[src/rtl/ovl_win_unchange_stim_gen_if.sv]
// Purpose: bundles the request and observation signals of the
//          ovl_win_unchange stimulus generator.
// Macro:   OVL_STIM_GEN_LFSR_EN adds rand_mode (master -> slave).
// Signals (master drives the first group, slave drives the second):
//   enable, go, data[WIDTH], hold_cycles[CNT_W], inject, inj_off[CNT_W]
//   start_event, end_event, test_expr[WIDTH], busy, done, expect_fire,
//   win_count[CNT_W]
interface ovl_win_unchange_stim_gen_if #(
  parameter int WIDTH = 4,
  parameter int CNT_W = 8
);
  logic             enable;
  logic             go;
  logic [WIDTH-1:0] data;
  logic [CNT_W-1:0] hold_cycles;
  logic             inject;
  logic [CNT_W-1:0] inj_off;
`ifdef OVL_STIM_GEN_LFSR_EN
  logic             rand_mode;
`endif
  logic             start_event;
  logic             end_event;
  logic [WIDTH-1:0] test_expr;
  logic             busy;
  logic             done;
  logic             expect_fire;
  logic [CNT_W-1:0] win_count;

  modport master (
`ifdef OVL_STIM_GEN_LFSR_EN
    output rand_mode,
`endif
    output enable, go, data, hold_cycles, inject, inj_off,
    input  start_event, end_event, test_expr, busy, done, expect_fire, win_count
  );

  modport slave (
`ifdef OVL_STIM_GEN_LFSR_EN
    input  rand_mode,
`endif
    input  enable, go, data, hold_cycles, inject, inj_off,
    output start_event, end_event, test_expr, busy, done, expect_fire, win_count
  );
endinterface

[src/rtl/ovl_win_unchange_stim_gen.sv]
// Purpose: generates one ovl_win_unchange window per go request
//          (start pulse, hold phase, end pulse, idle gap) with test_expr
//          either stable or inverted from a chosen hold index onward.
// Macro:   OVL_STIM_GEN_LFSR_EN adds a 16-bit LFSR; rand_mode=1 at go
//          replaces data with LFSR[WIDTH-1:0].
// Ports:
//   clock_i  rising-edge clock
//   reset_i  synchronous active-high reset
//   bus      ovl_win_unchange_stim_gen_if.slave (request in, window out)
//
// state  | meaning
// -------+---------------------------------------------------
// IDLE   | waiting for go (busy=0)
// START  | start_event pulse, test_expr=data
// HOLD   | L hold cycles, optional inversion from inj_off on
// END    | end_event pulse, test_expr keeps its hold value
// GAP    | GAP_CYCLES cycles of test_expr=0
// DONE   | done pulse, expect_fire/win_count updated
module ovl_win_unchange_stim_gen #(
  parameter int WIDTH      = 4,
  parameter int CNT_W      = 8,
  parameter int GAP_CYCLES = 2
) (
  input  logic clock_i,
  input  logic reset_i,
  ovl_win_unchange_stim_gen_if.slave bus
);
  localparam int GW = (GAP_CYCLES > 1) ? $clog2(GAP_CYCLES) : 1;

  typedef enum logic [2:0] {
    S_IDLE, S_START, S_HOLD, S_END, S_GAP, S_DONE
  } state_t;

  state_t           state_q;
  logic [WIDTH-1:0] data_q;
  logic [CNT_W-1:0] len_q, off_q, rem_q, idx_q;
  logic             inj_q;
  logic [GW-1:0]    gap_q;
  logic             start_q, end_q, busy_q, done_q, fire_q;
  logic [WIDTH-1:0] test_q;
  logic [CNT_W-1:0] count_q;

  logic [CNT_W-1:0] hold_len_d;
  logic [WIDTH-1:0] go_data_d;
  logic [CNT_W-1:0] idx_nxt_d;
  logic [WIDTH-1:0] hold0_val_d, hold_val_d;

`ifdef OVL_STIM_GEN_LFSR_EN
  logic [15:0] lfsr_q;

  // Fibonacci form, taps 16,14,13,11
  always_ff @(posedge clock_i) begin
    if (reset_i) lfsr_q <= 16'hACE1;
    else if (bus.enable)
      lfsr_q <= {lfsr_q[14:0], lfsr_q[15] ^ lfsr_q[13] ^ lfsr_q[12] ^ lfsr_q[10]};
  end
`endif

  always_comb begin
    hold_len_d = (bus.hold_cycles == '0) ? CNT_W'(1) : bus.hold_cycles;
`ifdef OVL_STIM_GEN_LFSR_EN
    go_data_d = bus.rand_mode ? lfsr_q[WIDTH-1:0] : bus.data;
`else
    go_data_d = bus.data;
`endif
    idx_nxt_d   = idx_q + CNT_W'(1);
    // inj_off >= L is never reached by the index, so no change happens
    hold0_val_d = (inj_q && off_q == '0)       ? ~data_q : data_q;
    hold_val_d  = (inj_q && idx_nxt_d >= off_q) ? ~data_q : data_q;
  end

  always_ff @(posedge clock_i) begin
    if (reset_i) begin
      state_q <= S_IDLE;
      data_q  <= '0;
      len_q   <= '0;
      off_q   <= '0;
      rem_q   <= '0;
      idx_q   <= '0;
      inj_q   <= 1'b0;
      gap_q   <= '0;
      start_q <= 1'b0;
      end_q   <= 1'b0;
      busy_q  <= 1'b0;
      done_q  <= 1'b0;
      fire_q  <= 1'b0;
      test_q  <= '0;
      count_q <= '0;
    end else if (bus.enable) begin
      case (state_q)
        S_IDLE: begin
          if (bus.go) begin
            state_q <= S_START;
            data_q  <= go_data_d;
            len_q   <= hold_len_d;
            inj_q   <= bus.inject;
            off_q   <= bus.inj_off;
            start_q <= 1'b1;
            busy_q  <= 1'b1;
            test_q  <= go_data_d;
          end
        end
        S_START: begin
          state_q <= S_HOLD;
          start_q <= 1'b0;
          idx_q   <= '0;
          rem_q   <= len_q - CNT_W'(1);
          test_q  <= hold0_val_d;
        end
        S_HOLD: begin
          if (rem_q == '0) begin
            state_q <= S_END;
            end_q   <= 1'b1;
          end else begin
            rem_q  <= rem_q - CNT_W'(1);
            idx_q  <= idx_nxt_d;
            test_q <= hold_val_d;
          end
        end
        S_END: begin
          end_q  <= 1'b0;
          test_q <= '0;
          if (GAP_CYCLES > 0) begin
            state_q <= S_GAP;
            gap_q   <= GW'(GAP_CYCLES - 1);
          end else begin
            state_q <= S_DONE;
            done_q  <= 1'b1;
            fire_q  <= inj_q && (off_q < len_q);
            count_q <= count_q + CNT_W'(1);
          end
        end
        S_GAP: begin
          if (gap_q == '0) begin
            state_q <= S_DONE;
            done_q  <= 1'b1;
            fire_q  <= inj_q && (off_q < len_q);
            count_q <= count_q + CNT_W'(1);
          end else begin
            gap_q <= gap_q - GW'(1);
          end
        end
        S_DONE: begin
          state_q <= S_IDLE;
          done_q  <= 1'b0;
          busy_q  <= 1'b0;
        end
        default: state_q <= S_IDLE;
      endcase
    end
  end

  assign bus.start_event = start_q;
  assign bus.end_event   = end_q;
  assign bus.test_expr   = test_q;
  assign bus.busy        = busy_q;
  assign bus.done        = done_q;
  assign bus.expect_fire = fire_q;
  assign bus.win_count   = count_q;
endmodule

[src/flat_wrapper.sv]
// flat-port wrapper written by rule: the top's interface ports become plain ports
module ovl_win_unchange_stim_gen_flat 
#(
  parameter int WIDTH      = 4,
  parameter int CNT_W      = 8,
  parameter int GAP_CYCLES = 2
)
  (clock_i, reset_i, bus_enable, bus_go, bus_data, bus_hold_cycles, bus_inject, bus_inj_off, bus_start_event, bus_end_event, bus_test_expr, bus_busy, bus_done, bus_expect_fire, bus_win_count);
  ovl_win_unchange_stim_gen_if #(.WIDTH(WIDTH), .CNT_W(CNT_W)) bus_i ();
  input  logic clock_i;
  input  logic reset_i;
  input wire logic [$bits(bus_i.enable)-1:0] bus_enable;
  input wire logic [$bits(bus_i.go)-1:0] bus_go;
  input wire logic [$bits(bus_i.data)-1:0] bus_data;
  input wire logic [$bits(bus_i.hold_cycles)-1:0] bus_hold_cycles;
  input wire logic [$bits(bus_i.inject)-1:0] bus_inject;
  input wire logic [$bits(bus_i.inj_off)-1:0] bus_inj_off;
  output wire logic [$bits(bus_i.start_event)-1:0] bus_start_event;
  output wire logic [$bits(bus_i.end_event)-1:0] bus_end_event;
  output wire logic [$bits(bus_i.test_expr)-1:0] bus_test_expr;
  output wire logic [$bits(bus_i.busy)-1:0] bus_busy;
  output wire logic [$bits(bus_i.done)-1:0] bus_done;
  output wire logic [$bits(bus_i.expect_fire)-1:0] bus_expect_fire;
  output wire logic [$bits(bus_i.win_count)-1:0] bus_win_count;
  assign bus_i.enable = bus_enable;
  assign bus_i.go = bus_go;
  assign bus_i.data = bus_data;
  assign bus_i.hold_cycles = bus_hold_cycles;
  assign bus_i.inject = bus_inject;
  assign bus_i.inj_off = bus_inj_off;
  assign bus_start_event = bus_i.start_event;
  assign bus_end_event = bus_i.end_event;
  assign bus_test_expr = bus_i.test_expr;
  assign bus_busy = bus_i.busy;
  assign bus_done = bus_i.done;
  assign bus_expect_fire = bus_i.expect_fire;
  assign bus_win_count = bus_i.win_count;
  ovl_win_unchange_stim_gen #(.WIDTH(WIDTH), .CNT_W(CNT_W), .GAP_CYCLES(GAP_CYCLES)) u_core (.clock_i(clock_i), .reset_i(reset_i), .bus(bus_i));
endmodule
[config.mk]
export PLATFORM = sky130hd
export DESIGN_NAME = ovl_win_unchange_stim_gen_flat
export DESIGN_NICKNAME = d
export VERILOG_FILES = /design/src/rtl/ovl_win_unchange_stim_gen_if.sv /design/src/rtl/ovl_win_unchange_stim_gen.sv /design/src/flat_wrapper.sv
export SDC_FILE = /design/constraint.sdc
export NUM_CORES = 1
export LEC_CHECK = 0
export CAP_MARGIN = 40
export CELL_PAD_IN_SITES_DETAIL_PLACEMENT = 0
export CELL_PAD_IN_SITES_GLOBAL_PLACEMENT = 1
export CORE_ASPECT_RATIO = 0.8
export CORE_MARGIN = 2
export CORE_UTILIZATION = 37
export CTS_CLUSTER_DIAMETER = 150
export DETAILED_ROUTE_END_ITERATION = 8
export PLACE_DENSITY_LB_ADDON = 0.3
export SLEW_MARGIN = 30
export SYNTH_ARGS = -nofsm -noshare
export SYNTH_HDL_FRONTEND = slang
export SYNTH_SLANG_ARGS = --single-unit
[constraint.sdc]
create_clock -name clock_i -period 2.3 [get_ports clock_i]
set_input_delay 0.345 -clock clock_i [delete_from_list [all_inputs] [get_ports clock_i]]
set_output_delay 0.345 -clock clock_i [all_outputs]
set_load 0.02 [all_outputs]
==> results.json <==
{
  "synth_flop_cell": "dfxtp_1",
  "grt_pass1_wl_um": 15400,
  "dp_hpwl_um": 6740,
  "power.share.clock": 0.435,
  "switching_share": 0.279,
  "clk_pin_slew_ps": 50,
  "max_slew.worst_pin.slew_ps": 660,
  "r2r_cells": 11,
  "crit_arrival_ps": 2610,
  "core_mm2": 0.00896,
  "ys_types": 61,
  "finalWorstSetupSlack_ps": -93.4,
  "critical_path.max_stage_delay_ps": 330,
  "crit_type": "reg2reg",
  "io_pins": 42,
  "antenna_found_initial": 0,
  "wirelength_um": 9220,
  "slew_viol_final": 0,
  "fmax_mhz": 418,
  "core.rowCount": 31,
  "syn_area_mm2": 0.00336,
  "grt_max_degree": 34,
  "synth_top_area_cell": "dfxtp_1",
  "setup.worst_path.start_class": "flip-flop",
  "drt-initial-drc-count": 169,
  "dr.pass1.iters": 4,
  "maxSlewHeadroom": 0.560,
  "synth_edf_count": 0,
  "powerDensity_mw_per_mm2": 673,
  "fin_crit_sh": 1.04,
  "status": "complete, but fails checks",
  "grt_pass1_vias": 3024,
  "pwr-share-comb": 0.197,
  "ir_worst_vdd_v": 0.000370,
  "cp_cell_sequence": "ha_2, nand3_2, buf_4, xnor2_1, ha_1, a211o_1, a21oi_2, o31a_1, o21ba_4, mux2i_1, a22o_1",
  "ys_seq_area_frac": 0.345,
  "crit_buf_inv": 1,
  "path_max_fanout": 3,
  "p_leak_uw": 0.00171,
  "htreeDepth": 3,
  "final_cell_area_mm2": 0.00450,
  "hold_path.class": "reg2reg",
  "setup_viol_count_final": 4,
  "grt.total_usage": 0.197,
  "clkSinkCount": 58,
  "crit_family": "compound AO/OA/AOI/OAI gates",
  "grt_setup_unrepaired": "yes",
  "yosys_warnings": 0,
  "p_int_uw": 2190,
  "cts_buffers": 9,
  "power.total_uw": 3030,
  "synth_top_area_frac": 0.345,
  "cts_tree": "built",
  "layout_min_cycle_time_ps": 2390,
  "start_util": 0.375,
  "max_cap_violations": 0,
  "p_switching_uw": 844,
  "gp_congestion": 0.828,
  "yosys_register_bits": 58,
  "cts_hold_buf": 0,
  "cp-end-kind": "flip-flop",
  "hold_viol": 0,
  "diodes": 0,
  "vias": 3210,
  "syn_inst": 420,
  "n_fill_cell": 883,
  "syn_area_per_cell_um2": 8.00,
  "dieArea_mm2": 0.00987,
  "viasPerCell": 5.25,
  "cp.depth": 11,
  "clock_skew_ps": 7.97,
  "wl_per_cell_um": 15.1,
  "fin_nets": 535,
  "layout-drive-gt1-share": 0.190,
  "setup_tns_ps": -291,
  "required_ps": 2520,
  "min_path_cells": 2,
  "drc_errors": 0,
  "clockRootBuffer": "clkbuf_16",
  "place_area_mm2": 0.00411,
  "cts.path.max_buffers": 2,
  "grt_overflow_total": 0,
  "area_growth_pct": 33.9,
  "synth_fp_nets": 463,
  "seqPwrFrac": 0.368,
  "rrSetupSlack_ps": -90,
  "post-route-util": 0.502,
  "die_h_um": 89.3,
  "portBuffers": 41,
  "die_x_um": 111,
  "violations": "setup timing",
  "netlist_top_cells_area": "dfxtp_1, nand2_1, ha_1",
  "insertion_delay_ps": 330,
  "slowest_stage": "dfxtp_2",
  "async_flop_share": 0,
  "ant_nets": 0,
  "preCtsSetupSlack_ps": -116
}
stage by stage:
step	hold slack (ps)	instances
finish	464	611
global route	486	611
CTS	465	611
detailed placement	466	591
global placement	445	591
floorplan	436	420
flip-flops by register name, indices dropped and copies added, names as in the netlist, 3 cells and up:
signal,cells
u_core.idx_q,8
u_core.rem_q,8
u_core.len_q,8
u_core.bus.test_expr,4
u_core.state_q,3
u_core.data_q,4
u_core.bus.win_count,8
u_core.off_q,8
final timing paths:
check,startpoint,end
max,u_core.idx_q[0]$_SDFFE_PP0P_,u_core.bus.test_expr[0]$_SDFFE_PP0P_
min,u_core.idx_q[1]$_SDFFE_PP0P_,u_core.idx_q[1]$_SDFFE_PP0P_
max reg2reg,u_core.idx_q[0]$_SDFFE_PP0P_,u_core.bus.test_expr[0]$_SDFFE_PP0P_
min reg2reg,u_core.idx_q[1]$_SDFFE_PP0P_,u_core.idx_q[1]$_SDFFE_PP0P_
cell usage in the layout (no fill, tap or decap), types with 4 or more instances in the layout:
master and n:
a21oi_1 36, a21oi_2 8, a31oi_1 4, and4_1 4, buf_4 38, clkbuf_16 9
clkdlybuf4s50_1 40, dfxtp_1 55, ha_1 16, inv_1 19, mux2i_1 5, nand2_1 63
nand2b_1 7, nand3_1 8, nand3b_1 5, nor2_1 39, nor2b_1 7, nor3_1 8
o21ai_0 12, o21ai_2 4, o22ai_1 7, or2_2 4, or3_1 6, xnor2_1 5
xor2_1 9
per-layer routing:
metal,GRT usage,part of all wire,vias up
met5,0,0,-
met4,0.0716,0.020,0
met3,0.0461,0.039,16
met2,0.308,0.42,65
met1,0.270,0.52,1493
li1,-,-,1636
timing repair:
| item | 4_1_cts | 5_1_grt |
|---|---|---|
| endpoints found under the setup margin | 4 | 5 |
| pin swaps | 3 | 5 |
| endpoints found under the hold margin | 0 | 0 |
| resized for setup | 4 | 11 |
| buffers inserted | 5 | 0 |
power by group through the flow:
stage	Sequential (µW)	Clock [µW]	Combinational (µW)
2_1_floorplan	1130	0	366
4_1_cts	1110	1350	590
3_3_place_gp	1130	0	576
6_report	1120	1320	597
5_1_grt	1120	1390	670
3_5_place_dp	1140	0	582
kinds of logic after synthesis:
kind of cell               count (synthesis)  synth area share
buffers and inverters                     38            0.0480
muxes                                      7            0.0212
DFF                                       58             0.345
adders and majority gates                 18            0.0670
and+or+nand+nor                          176             0.259
AOI/OAI and AO/OA                        107             0.217
xor gates and xnor gates                  16            0.0417
synth_stat cells (all sizes together) (2+ instances only):
library cell,n
a31oi,4
xnor2,6
or4,3
a22oi,3
and3,5
or3,6
nor2,42
a2111oi,2
inv,19
nor4,4
xor2,10
buf,4
nand3,10
nand2,63
o22ai,8
a22o,3
clkbuf,15
a211oi,3
o211ai,2
nand2b,7
nor2b,7
or2,4
a21oi,44
and4,4
o31a,2
o21ai,18
a311oi,2
nand4,3
ha,18
mux2i,6
o2111ai,2
nand3b,5
a21o,2
a32oi,2
dfxtp,58
o21a,2
nor3,9
area by class of cell:
class	instances	area (µm²)	area share
Clock inverter	3	40.0	0.00889
Inverter	19	71.3	0.0158
Clock buffer	12	246	0.0548
Sequential cell	58	1160	0.259
Tap cell	115	144	0.0320
Multi-Input combinational cell	324	2120	0.472
Timing Repair Buffer	80	711	0.158
worst reg2reg max path, stage by stage (launching register included):
cell and delay, ps:
dfxtp_2 330, ha_2 190, nand3_2 120, buf_4 170
xnor2_1 130, ha_1 190, a211o_1 320, a21oi_2 160
o31a_1 240, o21ba_4 170, mux2i_1 60, a22o_1 200
No activity file was read; power rests on OpenSTA's default activity.
